`src/rtl/mc_pkg.sv`:
```
// rtl/mc_pkg.sv - shared encodings for the multi-cycle MIPS control unit
package mc_pkg;

    typedef enum logic [3:0] {
        FETCH   = 4'd0,
        DECODE  = 4'd1,
        MEMADR  = 4'd2,
        MEMRD   = 4'd3,
        MEMWB   = 4'd4,
        MEMWR   = 4'd5,
        RTYPEEX = 4'd6,
        RTYPEWB = 4'd7,
        BEQEX   = 4'd8,
        ADDIEX  = 4'd9,
        ADDIWB  = 4'd10,
        JEX     = 4'd11,
        BNEEX   = 4'd12
    } state_t;

    localparam logic [5:0] OP_RTYPE = 6'b000000;
    localparam logic [5:0] OP_LW    = 6'b100011;
    localparam logic [5:0] OP_SW    = 6'b101011;
    localparam logic [5:0] OP_BEQ   = 6'b000100;
    localparam logic [5:0] OP_BNE   = 6'b000101;
    localparam logic [5:0] OP_ADDI  = 6'b001000;
    localparam logic [5:0] OP_J     = 6'b000010;

    localparam logic [5:0] FN_ADD = 6'b100000;
    localparam logic [5:0] FN_SUB = 6'b100010;
    localparam logic [5:0] FN_AND = 6'b100100;
    localparam logic [5:0] FN_OR  = 6'b100101;
    localparam logic [5:0] FN_XOR = 6'b100110;
    localparam logic [5:0] FN_SLT = 6'b101010;
    localparam logic [5:0] FN_SRL = 6'b000010;
    localparam logic [5:0] FN_NOR = 6'b100111;

    localparam logic [2:0] ALU_AND  = 3'b000;
    localparam logic [2:0] ALU_OR   = 3'b001;
    localparam logic [2:0] ALU_ADD  = 3'b010;
    localparam logic [2:0] ALU_XOR  = 3'b011;
    localparam logic [2:0] ALU_SRL  = 3'b100;
    localparam logic [2:0] ALU_ORN  = 3'b101;
    localparam logic [2:0] ALU_SUB  = 3'b110;
    localparam logic [2:0] ALU_SLT  = 3'b111;

    localparam logic [1:0] ALUOP_ADD   = 2'b00;
    localparam logic [1:0] ALUOP_SUB   = 2'b01;
    localparam logic [1:0] ALUOP_FUNCT = 2'b10;

    localparam logic [1:0] SRCA_PC    = 2'b00;
    localparam logic [1:0] SRCA_RS    = 2'b01;
    localparam logic [1:0] SRCA_SHAMT = 2'b10;

    localparam logic [1:0] SRCB_RT     = 2'b00;
    localparam logic [1:0] SRCB_FOUR   = 2'b01;
    localparam logic [1:0] SRCB_IMM    = 2'b10;
    localparam logic [1:0] SRCB_IMMSH2 = 2'b11;

    localparam logic [1:0] PCSRC_ALU    = 2'b00;
    localparam logic [1:0] PCSRC_ALUOUT = 2'b01;
    localparam logic [1:0] PCSRC_JUMP   = 2'b10;

endpackage

```
`src/rtl/mc_control_unit_alu_dec.sv`:
```
// rtl/mc_control_unit_alu_dec.sv - aluop/funct to 3-bit ALU control decoder
import mc_pkg::*;

module mc_alu_dec (
    input  logic [1:0] aluop,
    input  logic [5:0] funct,
    output logic [2:0] alucont,
    output logic       illegal_funct
);

    logic [2:0] fn_cont;

    // illegal_funct ignores aluop so DECODE can flag a bad R-type before it executes
    always_comb begin
        fn_cont       = ALU_ADD;
        illegal_funct = 1'b0;
        case (funct)
            FN_ADD:  fn_cont = ALU_ADD;
            FN_SUB:  fn_cont = ALU_SUB;
            FN_AND:  fn_cont = ALU_AND;
            FN_OR:   fn_cont = ALU_OR;
            FN_XOR:  fn_cont = ALU_XOR;
            FN_SLT:  fn_cont = ALU_SLT;
            FN_SRL:  fn_cont = ALU_SRL;
            FN_NOR:  fn_cont = ALU_ORN;
            default: illegal_funct = 1'b1;
        endcase

        case (aluop)
            ALUOP_SUB:   alucont = ALU_SUB;
            ALUOP_FUNCT: alucont = fn_cont;
            default:     alucont = ALU_ADD;
        endcase
    end

endmodule

```
`src/rtl/mc_control_unit.sv`:
```
// rtl/mc_control_unit.sv - multi-cycle MIPS main FSM; MC_CONTROL_BNE_EN adds the bne path
import mc_pkg::*;

module mc_control_unit (
    input  logic       clk,
    input  logic       reset,
    input  logic [5:0] op,
    input  logic [5:0] funct,
    input  logic       zero,
    output logic       pcen,
    output logic       iord,
    output logic       memwrite,
    output logic       irwrite,
    output logic       regdst,
    output logic       memtoreg,
    output logic       regwrite,
    output logic [1:0] alusrca,
    output logic [1:0] alusrcb,
    output logic [1:0] pcsrc,
    output logic [2:0] alucont,
    output logic       illegal
);

    state_t     state_q, state_d, cur;
    logic [1:0] aluop;
    logic       pcwrite, branch, nbranch;
    logic       illegal_funct;

    mc_alu_dec u_alu_dec (
        .aluop         (aluop),
        .funct         (funct),
        .alucont       (alucont),
        .illegal_funct (illegal_funct)
    );

    always_ff @(posedge clk) begin
        if (reset) state_q <= FETCH;
        else       state_q <= state_d;
    end

    always_comb begin
        // during reset the non-enable outputs present the FETCH decode
        cur      = reset ? FETCH : state_q;
        state_d  = FETCH;
        iord     = 1'b0;
        memwrite = 1'b0;
        irwrite  = 1'b0;
        regdst   = 1'b0;
        memtoreg = 1'b0;
        regwrite = 1'b0;
        alusrca  = SRCA_PC;
        alusrcb  = SRCB_RT;
        pcsrc    = PCSRC_ALU;
        aluop    = ALUOP_ADD;
        pcwrite  = 1'b0;
        branch   = 1'b0;
        nbranch  = 1'b0;
        illegal  = 1'b0;

        case (cur)
            FETCH: begin
                irwrite = 1'b1;
                alusrcb = SRCB_FOUR;
                pcwrite = 1'b1;
                state_d = DECODE;
            end
            DECODE: begin
                alusrcb = SRCB_IMMSH2;
                case (op)
                    OP_LW, OP_SW: state_d = MEMADR;
                    OP_RTYPE: begin
                        if (illegal_funct) illegal = 1'b1;
                        else               state_d = RTYPEEX;
                    end
                    OP_BEQ:  state_d = BEQEX;
                    OP_ADDI: state_d = ADDIEX;
                    OP_J:    state_d = JEX;
`ifdef MC_CONTROL_BNE_EN
                    OP_BNE:  state_d = BNEEX;
`endif
                    default: illegal = 1'b1;
                endcase
            end
            MEMADR: begin
                alusrca = SRCA_RS;
                alusrcb = SRCB_IMM;
                state_d = (op == OP_LW) ? MEMRD : MEMWR;
            end
            MEMRD: begin
                iord    = 1'b1;
                state_d = MEMWB;
            end
            MEMWB: begin
                memtoreg = 1'b1;
                regwrite = 1'b1;
            end
            MEMWR: begin
                iord     = 1'b1;
                memwrite = 1'b1;
            end
            RTYPEEX: begin
                alusrca = (funct == FN_SRL) ? SRCA_SHAMT : SRCA_RS;
                aluop   = ALUOP_FUNCT;
                state_d = RTYPEWB;
            end
            RTYPEWB: begin
                regdst   = 1'b1;
                regwrite = 1'b1;
            end
            BEQEX: begin
                alusrca = SRCA_RS;
                aluop   = ALUOP_SUB;
                pcsrc   = PCSRC_ALUOUT;
                branch  = 1'b1;
            end
            ADDIEX: begin
                alusrca = SRCA_RS;
                alusrcb = SRCB_IMM;
                state_d = ADDIWB;
            end
            ADDIWB: regwrite = 1'b1;
            JEX: begin
                pcsrc   = PCSRC_JUMP;
                pcwrite = 1'b1;
            end
`ifdef MC_CONTROL_BNE_EN
            BNEEX: begin
                alusrca = SRCA_RS;
                aluop   = ALUOP_SUB;
                pcsrc   = PCSRC_ALUOUT;
                nbranch = 1'b1;
            end
`endif
            default: state_d = FETCH;
        endcase

        pcen = pcwrite | (branch & zero) | (nbranch & ~zero);
        if (reset) begin
            pcen     = 1'b0;
            memwrite = 1'b0;
            irwrite  = 1'b0;
            regwrite = 1'b0;
            illegal  = 1'b0;
        end
    end

endmodule

```
`config.mk`:
```
export PLATFORM = sky130hd
export DESIGN_NAME = mc_control_unit
export DESIGN_NICKNAME = d
export VERILOG_FILES = /design/src/rtl/mc_pkg.sv /design/src/rtl/mc_control_unit_alu_dec.sv /design/src/rtl/mc_control_unit.sv
export SDC_FILE = /design/constraint.sdc
export NUM_CORES = 1
export LEC_CHECK = 0
export CORE_UTILIZATION = 40
export DETAILED_ROUTE_END_ITERATION = 16
export PLACE_DENSITY = 0.8
export SKIP_LAST_GASP = 1
export SYNTH_ARGS = -nofsm -noshare
export SYNTH_HDL_FRONTEND = slang
export SYNTH_SLANG_ARGS = --single-unit
```
`constraint.sdc`:
```
create_clock -name clk -period 2.45 [get_ports clk]
set_input_delay 0.245 -clock clk [delete_from_list [all_inputs] [get_ports clk]]
set_output_delay 0.245 -clock clk [all_outputs]
set_load 0.02 [all_outputs]
```
==> run summary <==
Die area: 0.001858 mm2
Switching Power: 85.48 uW
IO Port Bufs: 31
I/O Pins: 32
Initial drt markers: 33
Post-synthesis adder-cell area fraction: 5.185%
F_max: 0.4262 GHz
Setup WS post-layout: 0.1038 ns
Yosys warns: 0
# clock sinks: 4
Vias in the first global route: 739
Worst Tran Pin Value: 0.3355 ns
Hold EP: state_q[0]
Max VDD drop: 0.2282 mV
DR WL/cell: 11.61 um
Cell taking the most area after synthesis: dfxtp_1
Combinational share of power: 40.4%
Slew Limit Headroom: 77.05%
Mapped Cells: 102
Post-synth top area share: 11.85%
Pwr dens: 243.4 mW/mm2
Die Width: 43.10 um
Net Sw Frac: 32.45%
Most common cell in the synthesized netlist: nor2_1
Register-to-Register Setup Slack: 1.05 ns
Row cnt: 14
Status: finished, final reports clean
Worst r2r src: state_q[1]
Sequential power share: 26.8%
Mux cell area share after synthesis: 0%
Hold depth: 3
Worst skew pair latency: 0.24 ns
Hold Buf Count CTS: 0
Ys flop type: dfxtp_1
Syn_nets: 119
Clock transition at path regs: 0.04 ns
Die Y: 43.10 um
Pre-CTS WS: -0.05757 ns
Post-Synth XOR/XNOR Area: 3.889%
Worst Reg-to-Reg Cells: 6
Simple-gate share of the synthesized area: 37.59%
R2r endpoint: state_q[1]
Fin crit share: 95.76%
Main combinational cell family by area after synthesis: simple AND/OR/NAND/NOR gates
Crit. End Element: primary output
Overall via count from detail_route: 902
First-pass detailed-route iteration total: 4
Core ar.: 0.001541 mm2
Arrival @ worst endpoint: 2.10 ns
Post-route ant nets: 0
Largest net degree at the start of global routing: 15
Max FFs per register: 4
CP Max Fanout: 3
Count of cell types in the netlist: 38
Critical path type: flip-flop to primary output
Compound-Gate Fraction of Synth Area: 31.48%
Leak: 0.4518 nW
GP Congestion: 0.8449
Slew Viols, Final: 0
First-pass GRT wire length: 3105 um
Async SR Flop Fraction: 0%
Internal cell power: 177.9 uW
Total CTS buffers: 3
Layout cell share with drive strength beyond 1: 16.90%
GRT Overall Usage: 21.02%
Syn Area/Cell: 6.624 um2
Area delta synth->final: 60.19%
Setup crit start kind: flip-flop
Post-layout min period: 2.346 ns
Max cap viols: 0
Layout Nets: 161
Top flop regs: state_q (4)
CTS tree: yes
Unrepaired setup endpoints after global routing: no
GR Overflow Total: 0
Top cells by area, synth: dfxtp_1, nor2_1, nor3_1
Initial Utilization: 43.83%
Initial antenna violation count: 0
Largest Register: state_q
WHS: 0.6002 ns
WP data required: 2.20 ns
Final WL: 1834 um
Register area share after synthesis: 11.85%
# H-tree levels: 1
Hold Path Origin: state_q[1]
EDFF count, synth: 0
List of most frequent post-synthesis cells: nor2_1, nor3_1, o21ai_0
Worst Hold Class: flip-flop to flip-flop
Post-Synthesis Cell Area: 675.6 um2
Final hold violations: 0
Synth Register Bits: 4
Clk pwr share: 32.8%
Clk_skew: 0.003785 ns
Antenna diode count: 0
Clock tree buffer depth: 2
Vias per inst: 5.709
DRC Markers: 0
Setup violators final: 0
Root Buffer: clkbuf_4
Dpl hpwl: 1473 um
## what timing repair did
action / in CTS / in global routing
resized for setup: 5 / 7
buffers inserted: 0 / 0
setup endpoints to repair: 4 / 5
## routing by layer
layer,vias up,share of wire (%),wire [um],track usage (%)
li1,464,-,-,-
met5,-,0,0,0
met4,0,0.93,17,5.455
met1,404,46,836,27.62
met3,2,4.2,77,1.702
met2,32,49,902,36.42
## placed cells by master, fill, tap and decap left out, types with 2 or more instances in the layout
master and count:
clkdlybuf4s50_1 25, nor2_1 13, buf_4 13, nor3_1 9, o21ai_0 7, inv_1 5, nand2_1 5, nand3_1 4
or3_1 4, a21oi_1 4, nor4_1 4, dfxtp_1 4, inv_2 3, a211oi_1 3, clkbuf_4 3, nand2b_1 2
and3_1 2, a211o_1 2, a21o_1 2, a31oi_1 2, xnor2_1 2, ha_1 2, clkbuf_2 2, dlymetal6s2s_1 2
## critical path: stages (launching register included)
cell	delay (ns)
dfxtp_1	0.34
inv_2	0.05
or3_1	0.36
or3_4	0.35
inv_2	0.06
ha_1	0.17
a41oi_1	0.12
nor2_1	0.11
clkdlybuf4s15_1	0.31
## worst max path at each step
stage	startpoint	endpoint	slack, ns	depth (start not counted)
floorplan	state_q[2]	alucont[0]	0.14	6
global placement	reset	alucont[0]	-0.02	6
detailed placement	reset	alucont[0]	-0.06	6
CTS	state_q[2]	alucont[1]	0.02	7
global route	state_q[2]	alucont[2]	0.01	8
finish	state_q[2]	alucont[2]	0.10	8
## area by class of cell
type	instances	area, um2
clock buffers	3	22.52
fillers	135	459.2
inverters	8	30.03
multi-input cells	83	528.0
flip-flops and latches	4	80.08
well taps	16	20.02
repair buffers	44	401.6
## stage by stage
stage / setup TNS, ns / cells / utilization, % / cell area [um2] / power (mW)
6_report: 0 / 158 / 70.21 / 1082 / 0.2634
5_1_grt: 0 / 158 / 70.21 / 1082 / 0.2736
4_1_cts: 0 / 158 / 70.37 / 1085 / 0.2633
3_5_place_dp: -0.08007 / 155 / 69.16 / 1066 / 0.1788
3_3_place_gp: -0.01912 / 155 / 69.16 / 1066 / 0.1768
2_1_floorplan: 0 / 102 / - / 675.6 / 0.1222
## cell families after synthesis
family,count (synthesis)
adders and majority gates,3
and+or+nand+nor,49
DFF,4
AOI/OAI and AO/OA,28
xor gates and xnor gates,3
buffers and inverters,15
## power groups by stage
stage | Sequential, mW | Clock [mW] | Combinational [mW]
detailed placement | 0.0717 | 0 | 0.107
finish | 0.0706 | 0.0864 | 0.106
global route | 0.0711 | 0.0863 | 0.116
global placement | 0.0716 | 0 | 0.105
CTS | 0.0706 | 0.0861 | 0.107
floorplan | 0.0696 | 0 | 0.0526
Power figures use the tool's default switching activity.
